## src/rtl/fifo_pkg.sv

```systemverilog
// Shared FIFO helpers: Gray/binary pointer conversion and default geometry.
package fifo_pkg;

  localparam int FIFO_ASIZE_DEF    = 4;
  localparam int FIFO_AE_LEVEL_DEF = 2;
  localparam int PTR_MAX_W         = 32;

  typedef logic [PTR_MAX_W-1:0] ptr_max_t;

  // Callers zero-extend narrower pointers in and truncate the result back.
  function automatic ptr_max_t bin2gray(input ptr_max_t b);
    return b ^ (b >> 1);
  endfunction

  function automatic ptr_max_t gray2bin(input ptr_max_t g);
    ptr_max_t b;
    b[PTR_MAX_W-1] = g[PTR_MAX_W-1];
    for (int i = PTR_MAX_W - 2; i >= 0; i--) begin
      b[i] = g[i] ^ b[i+1];
    end
    return b;
  endfunction

endpackage

```

## src/rtl/fifo_sync_w2r.sv

```systemverilog
// Multi-flop pointer synchronizer; plain flop chain with nothing between stages.
module fifo_sync_w2r
  import fifo_pkg::*;
#(
  parameter int SYNC_STAGES = 2,
  parameter int WIDTH       = FIFO_ASIZE_DEF + 1
) (
  input  logic             i_clk,
  input  logic             i_rst_n,
  input  logic [WIDTH-1:0] i_d,
  output logic [WIDTH-1:0] o_q
);

  logic [WIDTH-1:0] r_sync [SYNC_STAGES];

  always_ff @(posedge i_clk or negedge i_rst_n) begin
    if (!i_rst_n) begin
      for (int i = 0; i < SYNC_STAGES; i++) begin
        r_sync[i] <= '0;
      end
    end else begin
      r_sync[0] <= i_d;
      for (int i = 1; i < SYNC_STAGES; i++) begin
        r_sync[i] <= r_sync[i-1];
      end
    end
  end

  assign o_q = r_sync[SYNC_STAGES-1];

endmodule

```

## src/rtl/fifo_rptr_empty.sv

```systemverilog
// Async-FIFO read-side pointer, empty/almost-empty flags and fill level.
// Optional sticky underflow flag enabled by defining FIFO_UNDERFLOW_FLAG_EN.
module fifo_rptr_empty
  import fifo_pkg::*;
#(
  parameter int ASIZE       = FIFO_ASIZE_DEF,
  parameter int AE_LEVEL    = FIFO_AE_LEVEL_DEF,
  parameter int SYNC_STAGES = 2
) (
  input  logic             rclk,
  input  logic             rrst_n,
  input  logic             rinc,
  input  logic [ASIZE:0]   wptr,
  output logic             ren,
  output logic [ASIZE-1:0] raddr,
  output logic [ASIZE:0]   rptr,
  output logic             rempty,
  output logic             raempty,
  output logic [ASIZE:0]   rlevel,
  output logic             runderflow
);

  localparam int PW = ASIZE + 1;
  localparam logic [PW-1:0] AE_THR = PW'(AE_LEVEL);

  logic [PW-1:0] r_rbin;
  logic [PW-1:0] r_rptr;
  logic [PW-1:0] r_rlevel;
  logic          r_rempty;
  logic          r_raempty;

  logic          w_ren;
  logic [PW-1:0] w_rbin_next;
  logic [PW-1:0] w_rgray_next;
  logic [PW-1:0] w_wq_ptr;
  logic [PW-1:0] w_wq_bin;
  logic [PW-1:0] w_level_next;

  assign w_ren        = rinc & ~r_rempty;
  assign w_rbin_next  = r_rbin + PW'(w_ren);
  assign w_rgray_next = PW'(bin2gray(ptr_max_t'(w_rbin_next)));

  fifo_sync_w2r #(
    .SYNC_STAGES (SYNC_STAGES),
    .WIDTH       (PW)
  ) u_sync_w2r (
    .i_clk   (rclk),
    .i_rst_n (rrst_n),
    .i_d     (wptr),
    .o_q     (w_wq_ptr)
  );

  assign w_wq_bin = PW'(gray2bin(ptr_max_t'(w_wq_ptr)));
  // Modular difference is correct across pointer wrap since level never exceeds DEPTH.
  assign w_level_next = w_wq_bin - w_rbin_next;

  always_ff @(posedge rclk or negedge rrst_n) begin
    if (!rrst_n) begin
      r_rbin    <= '0;
      r_rptr    <= '0;
      r_rempty  <= 1'b1;
      r_raempty <= 1'b1;
      r_rlevel  <= '0;
    end else begin
      r_rbin    <= w_rbin_next;
      r_rptr    <= w_rgray_next;
      r_rempty  <= (w_rgray_next == w_wq_ptr);
      r_rlevel  <= w_level_next;
      r_raempty <= (w_level_next <= AE_THR);
    end
  end

`ifdef FIFO_UNDERFLOW_FLAG_EN
  logic r_runderflow;

  always_ff @(posedge rclk or negedge rrst_n) begin
    if (!rrst_n) begin
      r_runderflow <= 1'b0;
    end else if (rinc && r_rempty) begin
      r_runderflow <= 1'b1;
    end
  end

  assign runderflow = r_runderflow;
`else
  assign runderflow = 1'b0;
`endif

  assign ren     = w_ren;
  assign raddr   = r_rbin[ASIZE-1:0];
  assign rptr    = r_rptr;
  assign rempty  = r_rempty;
  assign raempty = r_raempty;
  assign rlevel  = r_rlevel;

endmodule
```

## config.mk

```make
export PLATFORM = sky130hd
export DESIGN_NAME = fifo_rptr_empty
export DESIGN_NICKNAME = d
export VERILOG_FILES = /design/src/rtl/fifo_pkg.sv /design/src/rtl/fifo_sync_w2r.sv /design/src/rtl/fifo_rptr_empty.sv
export SDC_FILE = /design/constraint.sdc
export NUM_CORES = 1
export LEC_CHECK = 0
export BUFFER_PORTS_ARGS = -buffer_cell sky130_fd_sc_hd__buf_2
export CAP_MARGIN = 20
export CORE_MARGIN = 3
export CORE_UTILIZATION = 47
export CTS_CLUSTER_DIAMETER = 80
export CTS_CLUSTER_SIZE = 8
export DETAILED_ROUTE_END_ITERATION = 6
export GPL_ROUTABILITY_DRIVEN = 0
export HOLD_SLACK_MARGIN = 0.15
export PLACE_DENSITY = 0.74
export SYNTH_ARGS = -nofsm -noshare
export SYNTH_HDL_FRONTEND = slang
export SYNTH_SLANG_ARGS = --single-unit
```

## constraint.sdc

```tcl
create_clock -name rclk -period 2.8 [get_ports rclk]
set_clock_uncertainty 0.05 [all_clocks]
set_input_delay 0.28 -clock rclk [delete_from_list [all_inputs] [get_ports rclk]]
set_output_delay 0.28 -clock rclk [all_outputs]
set_load 0.01 [all_outputs]
```

# Word level (Yosys, flattened, before mapping)
# Index checks and enable logic that the tools add are counted.
[classes] n_lt_le_gt_ge=1 bitwise=7 n_eq_ne=1 add_sub_neg=2
[op_table] operator="$add 5x1->5" count=1
[op_table] operator="$eq 5x5->1" count=1
[op_table] operator="$le 5x2->1 const B" count=1
[op_table] operator="$sub 5x5->5" count=1
[op_table] operator="$xor 5x4->5" count=1
[op_table] operator="$xor 1x1->1" count=4
[op_table] operator="$and 1x1->1" count=1
[op_table] operator="$not 1->1" count=1
[totals] register_bits=27 out_inout_bits=18 input_bits=8 wordCells=18

# Depth between registers and ports, before layout
# Gate-level depths: netlist of the first run.
[logic_depth] ltp_word=6 ltp_mapped=9

# By module
# A second synthesis of the first run with hierarchy kept.
[hier_totals] hier_cells=88 hier_area_um2=1181.1
[modules_own_cells] module="fifo_rptr_empty" n_inst=1 area_each_um2=893.4 seq_area_each_um2=402.9 cells_each=73
[modules_own_cells] module="fifo_sync_w2r" n_inst=1 area_each_um2=287.8 seq_area_each_um2=250.2 cells_each=15

# Worst setup path before layout of the first run
# Ideal clock, no wire load.
[synth_timing] path_kind="flip-flop to flip-flop" startpoint="register u_sync_w2r.r_sync, in the netlist u_sync_w2r.o_q[4]" endpoint="register r_raempty (netlist: raempty)" n_path_buf=0 path_stages_with_launch=10 setup_slack_ps=102 arrival_ps=2543 setup_ps=105 cell_sequence="dfrtp_1 -> xor3_2 -> xor2_1 -> xnor2_1 -> ha_1 -> inv_1 -> fa_1 -> a31oi_1 -> xnor2_1 -> a2111oi_2"
[synth_via] elab_chain_len=6
[synth_lines] element="start: declaration" line="fifo_sync_w2r.sv:14" rtl="logic [WIDTH-1:0] r_sync [SYNC_STAGES];"
[synth_lines] element="start signal: indexed assignment" line="fifo_sync_w2r.sv:24" rtl="r_sync[i] <= r_sync[i-1];"
[synth_lines] element="$xor 1x1->1 (4 in series)" line="fifo_pkg.sv:19" rtl="b[i] = g[i] ^ b[i+1];"
[synth_lines] element="$sub 5x5->5 (*)" line="fifo_rptr_empty.sv:55" rtl="assign w_level_next = w_wq_bin - w_rbin_next;"
[synth_lines] element="via w_level_next[4]" line="fifo_rptr_empty.sv:37" rtl="logic [PW-1:0] w_level_next;"
[synth_lines] element="$le 5x2->1 (*)" line="fifo_rptr_empty.sv:69" rtl="r_raempty <= (w_level_next <= AE_THR);"
[synth_lines] element="end signal: assignment" line="fifo_rptr_empty.sv:69"
[synth_lines] element="end: declaration" line="fifo_rptr_empty.sv:30" rtl="logic r_raempty;"
# The timed path passes the listed nets; every way through them passes the cells marked *.

# Worst setup path in the final report of the first run
[layout_timing] startpoint="register u_sync_w2r.r_sync, in the netlist u_sync_w2r.o_q[2]" endpoint="register r_raempty (netlist: raempty)"
[layout_via] elab_chain_len=5
[layout_lines] element="$xor 1x1->1 (*)" line="fifo_pkg.sv:19"
[layout_lines] element="$xor 1x1->1 (2 in series)" line="fifo_pkg.sv:19"
[layout_lines] element="$sub 5x5->5 (*)" line="fifo_rptr_empty.sv:55"
[layout_lines] element="via w_level_next[4]" line="fifo_rptr_empty.sv:37"
[layout_lines] element="$le 5x2->1 (*)" line="fifo_rptr_empty.sv:69"
# Marked as above.

==> flow_metrics.env, run 1 <==
export IMPL_outcome="completed"
export IMPL_syn_avg_cell_area_um2=13.8
export IMPL_grt_first_pass_wirelength_um=3130
export IMPL_rows=17
export IMPL_critPathCaptureType="register"
export IMPL_synth_xor_area_frac=0.211
export IMPL_synth_edf_count=0
export IMPL_htree_levels=1
export IMPL_drc=0
export IMPL_syn_inst=83
export IMPL_p_switching_w=0.000667
export IMPL_port_buffers=24
export IMPL_synth_seq_area_share=0.571
export IMPL_numCtsBuffers=3
export IMPL_fin_cells=144
export IMPL_synth_top_family_by_area="XOR/XNOR gates"
export IMPL_max_cap_violations=0
export IMPL_power_density_mw_per_mm2=1170
export IMPL_tightest_slew_ps=540
export IMPL_vias=682
export IMPL_grt_pass1_vias=693
export IMPL_clockPowerShare=0.091
export IMPL_die_w_um=55.3
export IMPL_fin_crit_sh=0.937
export IMPL_multi_input_area_um2=470
export IMPL_drt_total_wl_um=1820
export IMPL_die_h_um=55.3
export IMPL_ir_drop_mv=0.628
export IMPL_synthTopCellsByCount="dfrtp_1 (24), xnor2_1 (12), xor2_1 (10), ha_1 (6), inv_1 (6)"
export IMPL_synth_top_area_frac=0.525
export IMPL_post_place_ws_ps=107
export IMPL_arrival_ps=2790
export IMPL_placedCellCount=134
export IMPL_p_leak_nw=0.673
export IMPL_clock_sinks=26
export IMPL_ys_warnings_count=0
export IMPL_seqPwrFrac=0.362
export IMPL_syn_to_final_growth_pct=23.0
export IMPL_start_util=0.507
export IMPL_switching_share=0.404
export IMPL_p_comb_frac=0.547
export IMPL_yosysTopAreaCell="dfrtp_1"
export IMPL_yosysMostFrequentCell="dfrtp_1"
export IMPL_p_int_w=0.000983
export IMPL_hold_violations=0
export IMPL_fin_crit_ps=2620
export IMPL_worst_slack_ps=177
export IMPL_synth_compound_area_frac=0.0558
export IMPL_synth_simple_gate_area_frac=0.0427
export IMPL_core_area_mm2=0.00225
export IMPL_synth_mux_area_frac=0
export IMPL_worstPathMaxFanout=2
export IMPL_die_area_mm2=0.00306
export IMPL_synth_async_reset_ratio=1.00
export IMPL_cp_start_kind="register"
export IMPL_synthAdderAreaFrac=0.0832
export IMPL_syn_num_nets=98
export IMPL_antenna_cells=0
export IMPL_grt_ovfl_total=0
export IMPL_clk_pin_slew_ps=130
export IMPL_grt_use_total=0.129
export IMPL_antenna_found_initial=0
export IMPL_drt_vias_per_instance=4.74
export IMPL_path_class="register to register"
export IMPL_grt_max_degree=27
export IMPL_maxSlewHeadroom=0.638
export IMPL_regArea_um2=653
export IMPL_slew_violations=0
export IMPL_cts_root_buf="clkbuf_4"
export IMPL_wl_per_cell_um=12.7
export IMPL_insertion_delay_ps=310
export IMPL_ys_ff_latch=26
export IMPL_drive_gt1_frac=0.319
export IMPL_synth_distinct_cells=24
export IMPL_synth_area_leaders="dfrtp_1 (53%), xnor2_1 (9.2%), xor2_1 (7.7%)"
export IMPL_finish_utilization=0.624
export IMPL_drtIter0Drc=3
export IMPL_fillers=197
export IMPL_cts_buffer_depth=2
export IMPL_syn_cell_area_mm2=0.00114
export IMPL_ant_nets=0
export IMPL_critPathRequiredTime_ps=2970
export IMPL_io_pins=26
export IMPL_hold_class="register to register"
export IMPL_setup_viol=0
export IMPL_cts_tree="built"
export IMPL_drtPass1Iterations=3
export IMPL_fmax_mhz=381
export IMPL_final_nets=133
export IMPL_synth_flop_cell="dfrtp_1"
export IMPL_dp_hpwl_um=1350
[stage by stage]
stage	hold WS [ps]	cell area [µm²]	power, W	setup TNS [ps]
2_1_floorplan	-65.6	1140	0.00125	0
3_3_place_gp	246	1300	0.00147	0
3_5_place_dp	254	1300	0.00149	0
4_1_cts	317	1380	0.00166	0
5_1_grt	327	1410	0.00179	-21.4
6_report	314	1410	0.00165	0
[flip-flops by register name (all words and copies together) (netlist names)]
signal and count:
rlevel 5, u_sync_w2r.o_q 5, r_rbin 5, u_sync_w2r.r_sync 5
rempty 1, rptr 4, raempty 1
[layout make-up]
cell class | instances | share of cell area
clock buffers | 3 | 0.0160
well taps | 28 | 0.0249
flip-flops and latches | 26 | 0.464
multi-input cells | 48 | 0.335
repair buffers | 33 | 0.144
inverters | 6 | 0.0160
[cell families (layout without fill, tap and decap cells)]
family | after synthesis | count (layout)
buf+inv | 9 | 42
other cells | 1 | 1
compound gates | 8 | 8
xor+xnor | 24 | 24
simple gates | 8 | 8
fa+ha+maj | 7 | 7
flops | 26 | 26
[layer usage]
layer  wire length, µm  vias to the layer above  track usage
met4                19                        0       0.0625
met1               758                      329        0.149
li1                  -                      336            -
met5                 0                        -            0
met2               975                       15        0.226
met3                69                        2       0.0257
[placed cells by master (no fill, tap or decap), types with 2 or more instances in the layout]
cell type,netlist,layout
xnor2_1,12,12
dfrtp_1,24,24
xor2_2,0,2
ha_1,6,5
clkbuf_4,0,3
inv_1,6,6
dlygate4sd3_1,0,6
nand3_1,2,2
buf_4,1,3
nor2b_1,2,2
a21oi_1,2,2
dfstp_2,2,2
buf_2,0,24
xor2_1,10,8
a21o_1,2,2
[worst paths after layout]
kind | from | end | slack (ps) | depth (start not counted)
setup / recovery | u_sync_w2r.o_q[2] | raempty | 180 | 9
hold reg to reg | u_sync_w2r.r_sync[6] | u_sync_w2r.o_q[1] | 310 | 0
setup reg to reg | u_sync_w2r.o_q[2] | raempty | 180 | 9
min in group asynchronous | rrst_n | rptr[1] | 420 | 2
hold / removal | u_sync_w2r.r_sync[6] | u_sync_w2r.o_q[1] | 310 | 0
max in group asynchronous | rrst_n | raempty | 1910 | 2
[repair_timing]
item | in CTS | in global routing
hold endpoints to repair | 29 | 0
hold buffers | 6 | 0
resized for setup | 0 | 3
endpoints found under the setup margin | 0 | 1
buffers inserted | 0 | 1
[worst max-delay path: stages (launching register included)]
cell and delay, ps:
dfrtp_1 440, xor3_2 440, xor2_2 190, xnor2_1 140, ha_1 170, inv_1 70
fa_1 400, a31oi_1 180, xnor2_1 120, a2111oi_2 340
[power groups by stage]
stage                     registers (W)  clock network, W  logic (W)
after floorplan                0.000638                 0   0.000614
after global placement         0.000602                 0   0.000869
after detailed placement       0.000605                 0   0.000889
after CTS                      0.000597          0.000159   0.000904
after global routing           0.000619          0.000179   0.000995
final                          0.000597          0.000150   0.000903
No activity file was read; power rests on OpenSTA's default activity.
==> run 2, diff against run 1 <==
CORE_UTILIZATION = 43   (was 47)
PLACE_DENSITY = 0.66   (was 0.74)
clock period = 3 ns   (was 2.8 ns; I/O delays follow)
==> run 2 against run 1 <==
  * Non-clock buffer count down 3
  * Combinational power down 7.2%
  * First-iteration DRC count rose to 3.3 times the previous value
  * Design area down 1.3%
  * Clock-buffer cell count unchanged
  * Worst setup slack better by 34 ps
  * Sequential share of layout area up 0.63 points
  * Critical path depth unchanged
  * Wire length up 7.1%
  * Via count up 1.3%
==> flow_metrics.env, run 2 (synthesis gave the netlist of run 1 again) <==
export IMPL_insertion_delay_ps=310
export IMPL_antenna_cells=0
export IMPL_drtPass1Iterations=4
export IMPL_reg2regPathDepth=9
export IMPL_drt_vias_per_instance=4.83
export IMPL_final_cell_mix="buf_2 (24), dfrtp_1 (24), xnor2_1 (12), xor2_1 (9)"
export IMPL_min_path_cells=0
export IMPL_cts_root_buf="clkbuf_4"
export IMPL_start_util=0.457
export IMPL_core_area_mm2=0.00250
export IMPL_clock_sinks=26
export IMPL_hold_violations=0
export IMPL_placedCellCount=134
export IMPL_ant_nets=0
export IMPL_power_density_mw_per_mm2=1110
export IMPL_grt_max_degree=27
export IMPL_p_switching_w=0.000629
export IMPL_p_comb_frac=0.545
export IMPL_port_buffers=24
export IMPL_syn_to_final_growth_pct=21.3
export IMPL_die_h_um=57.6
export IMPL_cts_buffer_depth=2
export IMPL_finish_utilization=0.555
export IMPL_maxSlewHeadroom=0.628
export IMPL_fin_crit_sh=0.930
export IMPL_worst_slack_ps=210
export IMPL_post_cts_setup_buffer_count=0
export IMPL_worstPathMaxFanout=3
export IMPL_setup_viol=0
export IMPL_drtIter0Drc=10
export IMPL_drive_gt1_frac=0.283
export IMPL_clockPowerShare=0.092
export IMPL_finalSetupTns_ps=0
export IMPL_fin_cells=143
export IMPL_cp_start_kind="register"
export IMPL_fmax_mhz=358
export IMPL_die_w_um=57.6
export IMPL_drc=0
export IMPL_drt_total_wl_um=1950
export IMPL_cts_tree="built"
export IMPL_numCtsBuffers=3
export IMPL_p_leak_nw=0.660
export IMPL_rows=18
export IMPL_grt_pass1_vias=799
export IMPL_tightest_slew_ps=557
export IMPL_grt_use_total=0.134
export IMPL_clk_pin_slew_ps=130
export IMPL_antenna_found_initial=0
export IMPL_arrival_ps=2950
export IMPL_path_class="register to register"
export IMPL_die_area_mm2=0.00331
export IMPL_vias=691
export IMPL_switching_share=0.409
export IMPL_p_int_w=0.000908
export IMPL_io_pins=26
export IMPL_htree_levels=1
export IMPL_critPathRequiredTime_ps=3160
export IMPL_dp_hpwl_um=1470
export IMPL_max_cap_violations=0
export IMPL_outcome="completed"
export IMPL_wl_per_cell_um=13.7
export IMPL_post_place_ws_ps=115
export IMPL_seqPwrFrac=0.363
export IMPL_critPathCaptureType="register"
export IMPL_ir_drop_mv=0.560
export IMPL_fin_crit_ps=2790
export IMPL_slew_violations=0
export IMPL_hold_class="register to register"
export IMPL_final_nets=130
export IMPL_grt_ovfl_total=0
export IMPL_grt_setup_unrepaired="false"
export IMPL_grt_first_pass_wirelength_um=3430
-- run 2: worst paths after layout --
| path | slack, ps | endpoint | startpoint |
|---|---|---|---|
| max | 210 | raempty | u_sync_w2r.o_q[3] |
| min | 320 | u_sync_w2r.o_q[0] | u_sync_w2r.r_sync[5] |
| max reg2reg | 210 | raempty | u_sync_w2r.o_q[3] |
| min reg2reg | 320 | u_sync_w2r.o_q[0] | u_sync_w2r.r_sync[5] |
| max in group asynchronous | 2080 | raempty | rrst_n |
| min in group asynchronous | 450 | rptr[2] | rrst_n |
-- run 2: critical path, cell delays in order (launching register included) --
cell and delay, ps:
dfrtp_1 450, xor3_2 480, xor2_4 210, xnor2_1 140
ha_1 160, inv_1 60, fa_1 410, a31oi_1 250
xnor2_1 130, a2111oi_2 350
-- run 2: power groups by stage --
stage | clock, W | sequential (W) | combinational (W)
2_1_floorplan | 0 | 0.000595 | 0.000573
5_1_grt | 0.000163 | 0.000575 | 0.000933
6_report | 0.000141 | 0.000558 | 0.000838
3_5_place_dp | 0 | 0.000567 | 0.000834
4_1_cts | 0.000147 | 0.000560 | 0.000849
3_3_place_gp | 0 | 0.000564 | 0.000816
-- run 2: what timing repair did --
item | in CTS | in global routing
resized for setup | 0 | 2
hold endpoints to repair | 29 | 0
hold buffers | 6 | 0
setup endpoints to repair | 0 | 1
-- run 2: area by class of cell --
| type | count | area [µm²] |
|---|---|---|
| sequential | 26 | 653 |
| clock buffer | 3 | 22.5 |
| tap | 30 | 37.5 |
| fill | 202 | 1110 |
| timing repair buffer | 30 | 180 |
| multi-input combinational | 48 | 472 |
| inverter | 6 | 22.5 |
-- run 2: per-layer routing --
layer	part of all wire	up-vias	track usage
li1	-	331	-
met4	0.0051	0	0.0397
met5	0	-	0
met1	0.42	342	0.159
met3	0.043	2	0.0226
met2	0.53	16	0.245
-- run 2: stage by stage --
stage / cell area (µm²) / hold slack [ps] / power (W)
2_1_floorplan: 1140 / -45.6 / 0.00117
3_3_place_gp: 1290 / 265 / 0.00138
3_5_place_dp: 1290 / 274 / 0.00140
4_1_cts: 1370 / 318 / 0.00156
5_1_grt: 1390 / 325 / 0.00167
6_report: 1390 / 315 / 0.00154
